==> config.mk <==
export PLATFORM = sky130hd
export DESIGN_NAME = fwd_scoreboard_flat
export DESIGN_NICKNAME = d
export VERILOG_FILES = /design/src/rtl/fwd_scoreboard_pkg.sv /design/src/rtl/fwd_scoreboard_if.sv /design/src/rtl/fwd_scoreboard_match.sv /design/src/rtl/fwd_scoreboard.sv /design/src/flat_wrapper.sv
export SDC_FILE = /design/constraint.sdc
export NUM_CORES = 1
export LEC_CHECK = 0
export ABC_CLOCK_PERIOD_IN_PS = 2650
export BUFFER_PORTS_ARGS = -buffer_cell sky130_fd_sc_hd__buf_2
export CAP_MARGIN = 20
export CORE_MARGIN = 8
export CORE_UTILIZATION = 47
export CTS_CLUSTER_DIAMETER = 40
export DETAILED_ROUTE_END_ITERATION = 6
export PLACE_DENSITY = 0.88
export REMOVE_ABC_BUFFERS = 1
export SLEW_MARGIN = 40
export SYNTH_ARGS = -nofsm -noshare
export SYNTH_HDL_FRONTEND = slang
export SYNTH_SLANG_ARGS = --single-unit
export TNS_END_PERCENT = 30
==> constraint.sdc <==
create_clock -name clk -period 2.65 [get_ports clk]
set_input_delay 0.265 -clock clk [delete_from_list [all_inputs] [get_ports clk]]
set_output_delay 0.265 -clock clk [all_outputs]
set_load 0.02 [all_outputs]
==> src/rtl/fwd_scoreboard_pkg.sv <==
// Shared constants for the forwarding scoreboard.
// Select encoding and the architectural zero register.
package fwd_scoreboard_pkg;
  localparam int FWD_SEL_RF = 0;
  localparam int REG_ZERO   = 0;
endpackage

==> src/rtl/fwd_scoreboard_if.sv <==
// ID-side request / EX-side select bundle for fwd_scoreboard.
// master = pipeline control, slave = scoreboard.
interface fwd_scoreboard_if #(
  parameter int NUM_SRC = 2,
  parameter int REG_AW  = 5,
  parameter int SELW    = 2
);
  logic                      advance;
  logic                      flush;
  logic                      issue_wr;
  logic [REG_AW-1:0]         issue_rd;
  logic                      issue_is_load;
  logic                      issue_no_fwd;
  logic [NUM_SRC*REG_AW-1:0] id_rs;
  logic [NUM_SRC-1:0]        id_rs_used;
  logic                      stall;
  logic [NUM_SRC*SELW-1:0]   fwd_sel;
  logic [31:0]               stall_count;
  logic [31:0]               fwd_count;

  modport master (
    output advance, flush, issue_wr, issue_rd,
    output issue_is_load, issue_no_fwd,
    output id_rs, id_rs_used,
    input  stall, fwd_sel, stall_count, fwd_count
  );

  modport slave (
    input  advance, flush, issue_wr, issue_rd,
    input  issue_is_load, issue_no_fwd,
    input  id_rs, id_rs_used,
    output stall, fwd_sel, stall_count, fwd_count
  );
endinterface

==> src/rtl/fwd_scoreboard_match.sv <==
// Per-channel priority comparator over the shadow entries.
// Index 0 is entry 1 (youngest); the lowest matching index wins.
module fwd_scoreboard_match
  import fwd_scoreboard_pkg::*;
#(
  parameter int DEPTH    = 3,
  parameter int REG_AW   = 5,
  parameter int LOAD_LAT = 1,
  parameter int SELW     = 2
) (
  input  logic [REG_AW-1:0]       rs_i,
  input  logic                    used_i,
  input  logic                    no_fwd_i,
  input  logic [DEPTH-1:0]        vld_i,
  input  logic [DEPTH-1:0]        wr_i,
  input  logic [DEPTH-1:0]        ld_i,
  input  logic [DEPTH*REG_AW-1:0] rd_i,
  output logic [SELW-1:0]         sel_o,
  output logic                    load_hazard_o
);
  logic [SELW-1:0] sel_d;
  logic            haz_d;
  logic [REG_AW-1:0] rd_k;

  always_comb begin
    sel_d = SELW'(FWD_SEL_RF);
    haz_d = 1'b0;
    rd_k  = '0;
    // walk oldest to youngest so the youngest match overwrites
    for (int k = DEPTH - 1; k >= 0; k--) begin
      rd_k = rd_i[k*REG_AW +: REG_AW];
      if (vld_i[k] && wr_i[k] && used_i &&
          rd_k != REG_AW'(REG_ZERO) && rd_k == rs_i) begin
        sel_d = SELW'(k + 1);
        haz_d = (k < LOAD_LAT) && ld_i[k];
      end
    end
  end

  assign sel_o         = no_fwd_i ? SELW'(FWD_SEL_RF) : sel_d;
  assign load_hazard_o = haz_d;
endmodule

==> src/rtl/fwd_scoreboard.sv <==
// Forwarding / load-use hazard scoreboard beside the ID/EX register.
// FWD_SCOREBOARD_PERF_EN enables the stall and forward perf counters.
module fwd_scoreboard
  import fwd_scoreboard_pkg::*;
#(
  parameter int NUM_SRC  = 2,
  parameter int DEPTH    = 3,
  parameter int REG_AW   = 5,
  parameter int LOAD_LAT = 1,
  parameter int SELW     = $clog2(DEPTH + 1)
) (
  input logic             clk,
  input logic             rst,
  fwd_scoreboard_if.slave bus
);
  logic [DEPTH-1:0]        vld_q, vld_d;
  logic [DEPTH-1:0]        wr_q, wr_d;
  logic [DEPTH-1:0]        ld_q, ld_d;
  logic [DEPTH*REG_AW-1:0] rd_q, rd_d;
  logic [NUM_SRC*SELW-1:0] sel_q, sel_d;
  logic [NUM_SRC*SELW-1:0] sel_c;
  logic [NUM_SRC-1:0]      haz;
  logic                    stall;

  for (genvar i = 0; i < NUM_SRC; i++) begin : g_ch
    fwd_scoreboard_match #(
      .DEPTH   (DEPTH),
      .REG_AW  (REG_AW),
      .LOAD_LAT(LOAD_LAT),
      .SELW    (SELW)
    ) u_match (
      .rs_i         (bus.id_rs[i*REG_AW +: REG_AW]),
      .used_i       (bus.id_rs_used[i]),
      .no_fwd_i     (bus.issue_no_fwd),
      .vld_i        (vld_q),
      .wr_i         (wr_q),
      .ld_i         (ld_q),
      .rd_i         (rd_q),
      .sel_o        (sel_c[i*SELW +: SELW]),
      .load_hazard_o(haz[i])
    );
  end

  assign stall = |haz;

  always_comb begin
    vld_d = vld_q;
    wr_d  = wr_q;
    ld_d  = ld_q;
    rd_d  = rd_q;
    sel_d = sel_q;
    if (bus.advance) begin
      for (int k = DEPTH - 1; k > 0; k--) begin
        vld_d[k] = vld_q[k-1];
        wr_d[k]  = wr_q[k-1];
        ld_d[k]  = ld_q[k-1];
        rd_d[k*REG_AW +: REG_AW] = rd_q[(k-1)*REG_AW +: REG_AW];
      end
      vld_d[0]          = !stall && !bus.flush;
      wr_d[0]           = bus.issue_wr;
      ld_d[0]           = bus.issue_is_load;
      rd_d[0 +: REG_AW] = bus.issue_rd;
      sel_d = (stall || bus.flush) ? '0 : sel_c;
    end else if (bus.flush) begin
      vld_d[0] = 1'b0;
    end
  end

  always_ff @(posedge clk) begin
    if (rst) begin
      vld_q <= '0;
      wr_q  <= '0;
      ld_q  <= '0;
      rd_q  <= '0;
      sel_q <= '0;
    end else begin
      vld_q <= vld_d;
      wr_q  <= wr_d;
      ld_q  <= ld_d;
      rd_q  <= rd_d;
      sel_q <= sel_d;
    end
  end

  assign bus.stall   = stall;
  assign bus.fwd_sel = sel_q;

`ifdef FWD_SCOREBOARD_PERF_EN
  logic [31:0] stall_cnt_q, stall_cnt_d;
  logic [31:0] fwd_cnt_q, fwd_cnt_d;
  logic [31:0] nfwd;

  always_comb begin
    nfwd = '0;
    for (int i = 0; i < NUM_SRC; i++)
      nfwd = nfwd + 32'(sel_c[i*SELW +: SELW] != '0);
    stall_cnt_d = stall_cnt_q;
    fwd_cnt_d   = fwd_cnt_q;
    if (bus.advance && stall && !bus.flush)
      stall_cnt_d = stall_cnt_q + 32'd1;
    if (bus.advance && !stall)
      fwd_cnt_d = fwd_cnt_q + nfwd;
  end

  always_ff @(posedge clk) begin
    if (rst) begin
      stall_cnt_q <= '0;
      fwd_cnt_q   <= '0;
    end else begin
      stall_cnt_q <= stall_cnt_d;
      fwd_cnt_q   <= fwd_cnt_d;
    end
  end

  assign bus.stall_count = stall_cnt_q;
  assign bus.fwd_count   = fwd_cnt_q;
`else
  assign bus.stall_count = '0;
  assign bus.fwd_count   = '0;
`endif
endmodule

==> src/flat_wrapper.sv <==
// flat-port wrapper written by rule: the top's interface ports become plain ports
module fwd_scoreboard_flat import fwd_scoreboard_pkg::*;
#(
  parameter int NUM_SRC  = 2,
  parameter int DEPTH    = 3,
  parameter int REG_AW   = 5,
  parameter int LOAD_LAT = 1,
  parameter int SELW     = $clog2(DEPTH + 1)
)
  (clk, rst, bus_advance, bus_flush, bus_issue_wr, bus_issue_rd, bus_issue_is_load, bus_issue_no_fwd, bus_id_rs, bus_id_rs_used, bus_stall, bus_fwd_sel, bus_stall_count, bus_fwd_count);
  fwd_scoreboard_if #(.NUM_SRC(NUM_SRC), .REG_AW(REG_AW), .SELW(SELW)) bus_i ();
  input logic clk;
  input logic rst;
  input wire logic [$bits(bus_i.advance)-1:0] bus_advance;
  input wire logic [$bits(bus_i.flush)-1:0] bus_flush;
  input wire logic [$bits(bus_i.issue_wr)-1:0] bus_issue_wr;
  input wire logic [$bits(bus_i.issue_rd)-1:0] bus_issue_rd;
  input wire logic [$bits(bus_i.issue_is_load)-1:0] bus_issue_is_load;
  input wire logic [$bits(bus_i.issue_no_fwd)-1:0] bus_issue_no_fwd;
  input wire logic [$bits(bus_i.id_rs)-1:0] bus_id_rs;
  input wire logic [$bits(bus_i.id_rs_used)-1:0] bus_id_rs_used;
  output wire logic [$bits(bus_i.stall)-1:0] bus_stall;
  output wire logic [$bits(bus_i.fwd_sel)-1:0] bus_fwd_sel;
  output wire logic [$bits(bus_i.stall_count)-1:0] bus_stall_count;
  output wire logic [$bits(bus_i.fwd_count)-1:0] bus_fwd_count;
  assign bus_i.advance = bus_advance;
  assign bus_i.flush = bus_flush;
  assign bus_i.issue_wr = bus_issue_wr;
  assign bus_i.issue_rd = bus_issue_rd;
  assign bus_i.issue_is_load = bus_issue_is_load;
  assign bus_i.issue_no_fwd = bus_issue_no_fwd;
  assign bus_i.id_rs = bus_id_rs;
  assign bus_i.id_rs_used = bus_id_rs_used;
  assign bus_stall = bus_i.stall;
  assign bus_fwd_sel = bus_i.fwd_sel;
  assign bus_stall_count = bus_i.stall_count;
  assign bus_fwd_count = bus_i.fwd_count;
  fwd_scoreboard #(.NUM_SRC(NUM_SRC), .DEPTH(DEPTH), .REG_AW(REG_AW), .LOAD_LAT(LOAD_LAT), .SELW(SELW)) u_core (.clk(clk), .rst(rst), .bus(bus_i));
endmodule
-- Word level (Yosys, flattened, before mapping)
Cells that the tools add are included.
- shifts and indexed selects: 0
- divide/modulo/power cells: 0
- $add $sub $neg: 0
- order comparisons: 0
- $mul: 0
- equal/unequal tests: 6
- bitwise logic cells: 0
- reductions and logical operators: 30
- multiplexer cells: 13
- operator list (operator ; count):
    5-bit equality test ; 6
    1-bit logical AND ; 22
    2-bit two-way mux ; 8
    5-bit nonzero test ; 3
    1-bit two-way mux ; 4
    4-bit two-way mux ; 1
    1-bit logical NOT ; 2
    2-bit nonzero test ; 1
    2-bit OR reduction ; 1
    1-bit logical OR ; 1
- memories: 0
- bits in writable memories: 0
- bits in latches: 0
- input bits: 24
- logic and storage cells: 55
- bits in registers: 26
- output and inout bits: 69
- memory bits (read-only): 0

-- Logic depth before layout (Yosys ltp)
- depth in word-level cells: 9
- depth in mapped cells: 5
- mapped depth without buffers: 5

-- Cells and area by module
Synthesis repeated with hierarchy kept, for this count alone.
- cells, all modules: 225
- area total of the unflattened synthesis: 2049.5 um2
- modules (own cells, without submodules) (module ; seq. area each (um2) ; area each (um2) ; cells each ; instances):
    fwd_scoreboard ; 560.5 ; 1493.9 ; 155 ; 1
    fwd_scoreboard_match ; 0.0 ; 277.8 ; 35 ; 2

-- Worst setup path before layout
No wires, ideal clock.
- path kind: flip-flop to flip-flop
- from: register u_core.rd_q[1]
- to: register u_core.sel_q[1], in the netlist u_core.bus.fwd_sel[1]
- buffers on the path: 0
- data arrival time: 1642 ps
- required time: 2502 ps
- setup time: 148 ps
- path slack: 860 ps
- cell stages (with the launch flop): 6
- clock period less this slack: 1790 ps
- path through: dfxtp_1 -> xor2_1 -> nor4_1 -> nand3b_1 -> a211oi_2 -> o41ai_1
- word-level cells in the longest chain between the ends: 7
- elaborated cells between the ends (all ways): 14
- classes of those cells: 2 x eq/ne; 5 x mux; 7 x reduce/logical
- ends and longest elaborated chain (what ; line ; source):
    start, declared ; fwd_scoreboard.sv:19 ; logic [DEPTH*REG_AW-1:0] rd_q, rd_d;
    start signal, assigned ; fwd_scoreboard.sv:80 ; rd_q <= rd_d;
    5-bit nonzero test ; fwd_scoreboard_match.sv:33 ; rd_k != REG_AW'(REG_ZERO) && rd_k == rs_i) begin
    1-bit logical AND ; fwd_scoreboard_match.sv:32 ; if (vld_i[k] && wr_i[k] && used_i &&
    1-bit logical AND ; fwd_scoreboard_match.sv:33 ;
    1-bit two-way mux ; fwd_scoreboard_match.sv:32 ;
    2-bit OR reduction (*) ; fwd_scoreboard.sv:44 ; assign stall = |haz;
    net bus_stall ; flat_wrapper.sv:22 ; output wire logic [$bits(bus_i.stall)-1:0] bus_stall;
    1-bit logical OR (*) ; fwd_scoreboard.sv:63 ; sel_d = (stall || bus.flush) ? '0 : sel_c;
    4-bit two-way mux (*) ; fwd_scoreboard.sv:63 ;
    end signal, assigned ; fwd_scoreboard.sv:81 ; sel_q <= sel_d;
    end, declared ; fwd_scoreboard.sv:20 ; logic [NUM_SRC*SELW-1:0] sel_q, sel_d;
The timed path passes the listed nets; every way through them passes the cells marked *.
A chain may end at the register's enable or synchronous reset.

-- Worst setup path in the final report
- from: register u_core.rd_q[1]
- to: output bus_stall
- word-level cells in the longest chain between the ends: 5
- elaborated cells between the ends (all ways): 10
- classes of those cells: 2 x eq/ne; 2 x mux; 6 x reduce/logical
- ends and longest elaborated chain (what ; line):
    5-bit nonzero test ; fwd_scoreboard_match.sv:33
    1-bit logical AND ; fwd_scoreboard_match.sv:32
    1-bit logical AND ; fwd_scoreboard_match.sv:33
    1-bit two-way mux ; fwd_scoreboard_match.sv:32
    2-bit OR reduction (*) ; fwd_scoreboard.sv:44
    end, declared ; flat_wrapper.sv:22
Mark *: on every way between the ends. The rest lies on a longest branch, timed or not.

==> key figures <==
Synthesis
  – Mapped Area: 1850 um^2
  – Cell with the most instances after synthesis: buf_4
  – Sequential share of the synthesized area: 28.1%
  – Number of enable flip-flop cells after synthesis: 0
  – Post-synth top area share: 28.1%
  – Count of cell types in the netlist: 30
  – Cell accounting for the most synthesized area: dfxtp_1
  – Synthesized area per cell: 8.90 um^2
  – Ys async rst share: 0%
  – Yosys reg bits: 26
  – Synthesized instance count: 208
  – Synth cell count leaders: 64 x buf_4, 26 x dfxtp_1, 23 x nor2_1
  – Synth top area cells: dfxtp_1 28%, buf_4 26%, mux2i_1 11%
  – Warnings, synthesis: 0
  – Main flop type after synthesis: dfxtp_1

Placement
  – Final GP Congestion: 0.952
  – I/O Buffers: 28
  – Pre-CTS setup slack: 0.661 ns
  – Placed Area: 1800 um^2
  – Post-detail-place hpwl: 3170 um

Routing
  – Number of vias per cell: 4.40
  – Antenna-violating nets left: 0
  – Detailed Route Iter0 Violations: 46
  – DRC: 0
  – Final WL: 3810 um
  – Vias: 1,251
  – TritonRoute pass-1 iters: 4
  – Routed wire per std cell: 13.4 um

Clocking
  – Clock transition at path regs: 0.08 ns
  – Post-CTS Hold Buffers: 0
  – H-tree Lvls: 1
  – CTS Root Cell: clkbuf_8
  – CTS sink cnt: 26
  – Cts bufs inserted: 3
  – Clk buf depth: 2
  – Clock Latency Late Sink: 0.27 ns
  – CTS tree: done
  – # Post-CTS Setup Buffers: 0
  – Number of gates resized after CTS: 0

STA
  – Final WS setup: 0.247 ns
  – Final-report hold violation count: 0
  – RSZ-0062 raised after global routing: false
  – Final setup vio count: 0
  – WHS: 0.180 ns
  – Max-slew violations: 0
  – Fmax: 0.416 GHz
  – Final setup TNS: 0 ns
  – Tcrit/Tclk final: 90.7%
  – Crit path time final: 2.40 ns
  – Fin Clk Skew: 0.00193 ns

Setup path
  – Critical path capture point type: output pin
  – Worst reg-to-reg setup slack: 0.74 ns
  – Crit-path max FO: 6
  – R2R cell count: 5
  – Crit Path Class: flop to output pin
  – RR Startpoint: u_core.rd_q[1]
  – CP endpoint: bus_stall
  – FF-to-FF End: u_core.bus.fwd_sel[1]
  – Crit path DAT: 2.14 ns
  – Type of element launching the critical path: flop
  – Crit path launch: u_core.rd_q[1]
  – Required @ worst endpoint: 2.38 ns

Pwr
  – VDD IR-drop max: 0.413 mV
  – Power Density: 451 nW/um^2
  – Lkg Pwr: 0.913 nW

GRT
  – Vias in the first global route: 1,304
  – Initial antenna violation count: 0
  – GRT Util Overall: 11.4%
  – First-pass GRT wire length: 5940 um
  – Largest net degree at the start of global routing: 25
  – Grt total ovfl: 0

Floorplan
  – Starting Density: 47.7%
  – Core Region: 3880 um^2
  – Row count: 23
  – Die area: 6200 um^2
  – I/O Pins: 93
  – Die Ht: 78.8 um
  – Die width: 78.8 um

Layout
  – Final nets: 260
  – Post-route cell area: 1840 um^2
  – Antenna cells: 0
  – Layout cells sized above 1: 15.4%
  – Area Overhead vs Synth: -0.676%
  – Final core utilization: 47.3%

Job
  – Max-Cap Viols: 0

Outcome
  – Outcome: complete, no violations

Min path
  – Type of the worst min-delay path: input pin to flop
==> registers in the layout, indices dropped and copies added, names as in the netlist <==
register / count
u_core.bus.fwd_sel: 4
u_core.ld_q: 1
u_core.rd_q: 15
u_core.vld_q: 3
u_core.wr_q: 3
==> logic make-up after synthesis <==
| group | synth area share [%] |
|---|---|
| xor gates and xnor gates | 14.2 |
| buffers and inverters | 27.2 |
| and+or+nand+nor | 13.0 |
| DFF | 28.1 |
| other | 0.203 |
| AOI/OAI and AO/OA | 5.88 |
| muxes | 11.4 |
==> report_power, final <==
group          switching, mW  internal (mW)  total (mW)
Sequential            0.0173          0.403       0.420
Combinational          0.139         0.0533       0.192
Clock                  0.115          0.102       0.217
Total                  0.271          0.558       0.829
==> stage by stage <==
step | std cells | total power [mW]
after global routing | 284 | 0.871
after floorplan | 202 | 0.562
after detailed placement | 281 | 0.615
after global placement | 281 | 0.613
after CTS | 284 | 0.834
final | 284 | 0.829
==> per-layer routing <==
metal / global-route usage [%] / up-vias / share of wire [%]
li1: - / 623 / -
met1: 13.7 / 550 / 41
met2: 18.1 / 72 / 44
met3: 5.42 / 6 / 14
met4: 2.78 / 0 / 0.71
met5: 0 / - / 0
==> cells in the final DEF (no fill, tap or decap), types with 3 or more instances in the layout <==
cell type,count
conb_1,64
xor2_1,18
nor4_1,4
nor2_1,23
mux2i_1,21
nand4_1,4
clkbuf_8,3
dfxtp_1,26
xnor2_1,12
buf_2,28
nand2_1,6
==> critical path, cell delays in order, from the launching register on <==
cell	delay (ns)
dfxtp_1	0.37
xor2_1	0.18
nor4_1	0.42
nand3b_1	0.16
a211oi_2	0.47
buf_2	0.26
==> area by class of cell <==
type                            instances  area, um^2
Timing Repair Buffer                   29         148
Inverter                                1        3.75
Clock buffer                            3        41.3
Multi-Input combinational cell        175        1060
Fill cell                             399        2050
Sequential cell                        26         520
Tap cell                               50        62.6
==> how the worst min path moves through the flow <==
stage / startpoint / endpoint / cells after the start
after floorplan: rst / u_core.vld_q[0] / 1
after global placement: u_core.bus.fwd_sel[0] / u_core.bus.fwd_sel[0] / 2
after detailed placement: u_core.bus.fwd_sel[3] / u_core.bus.fwd_sel[3] / 2
after CTS: bus_flush / u_core.vld_q[0] / 2
after global routing: bus_flush / u_core.vld_q[0] / 2
final: bus_flush / u_core.vld_q[0] / 2
(Power assumes the default switching activity.)
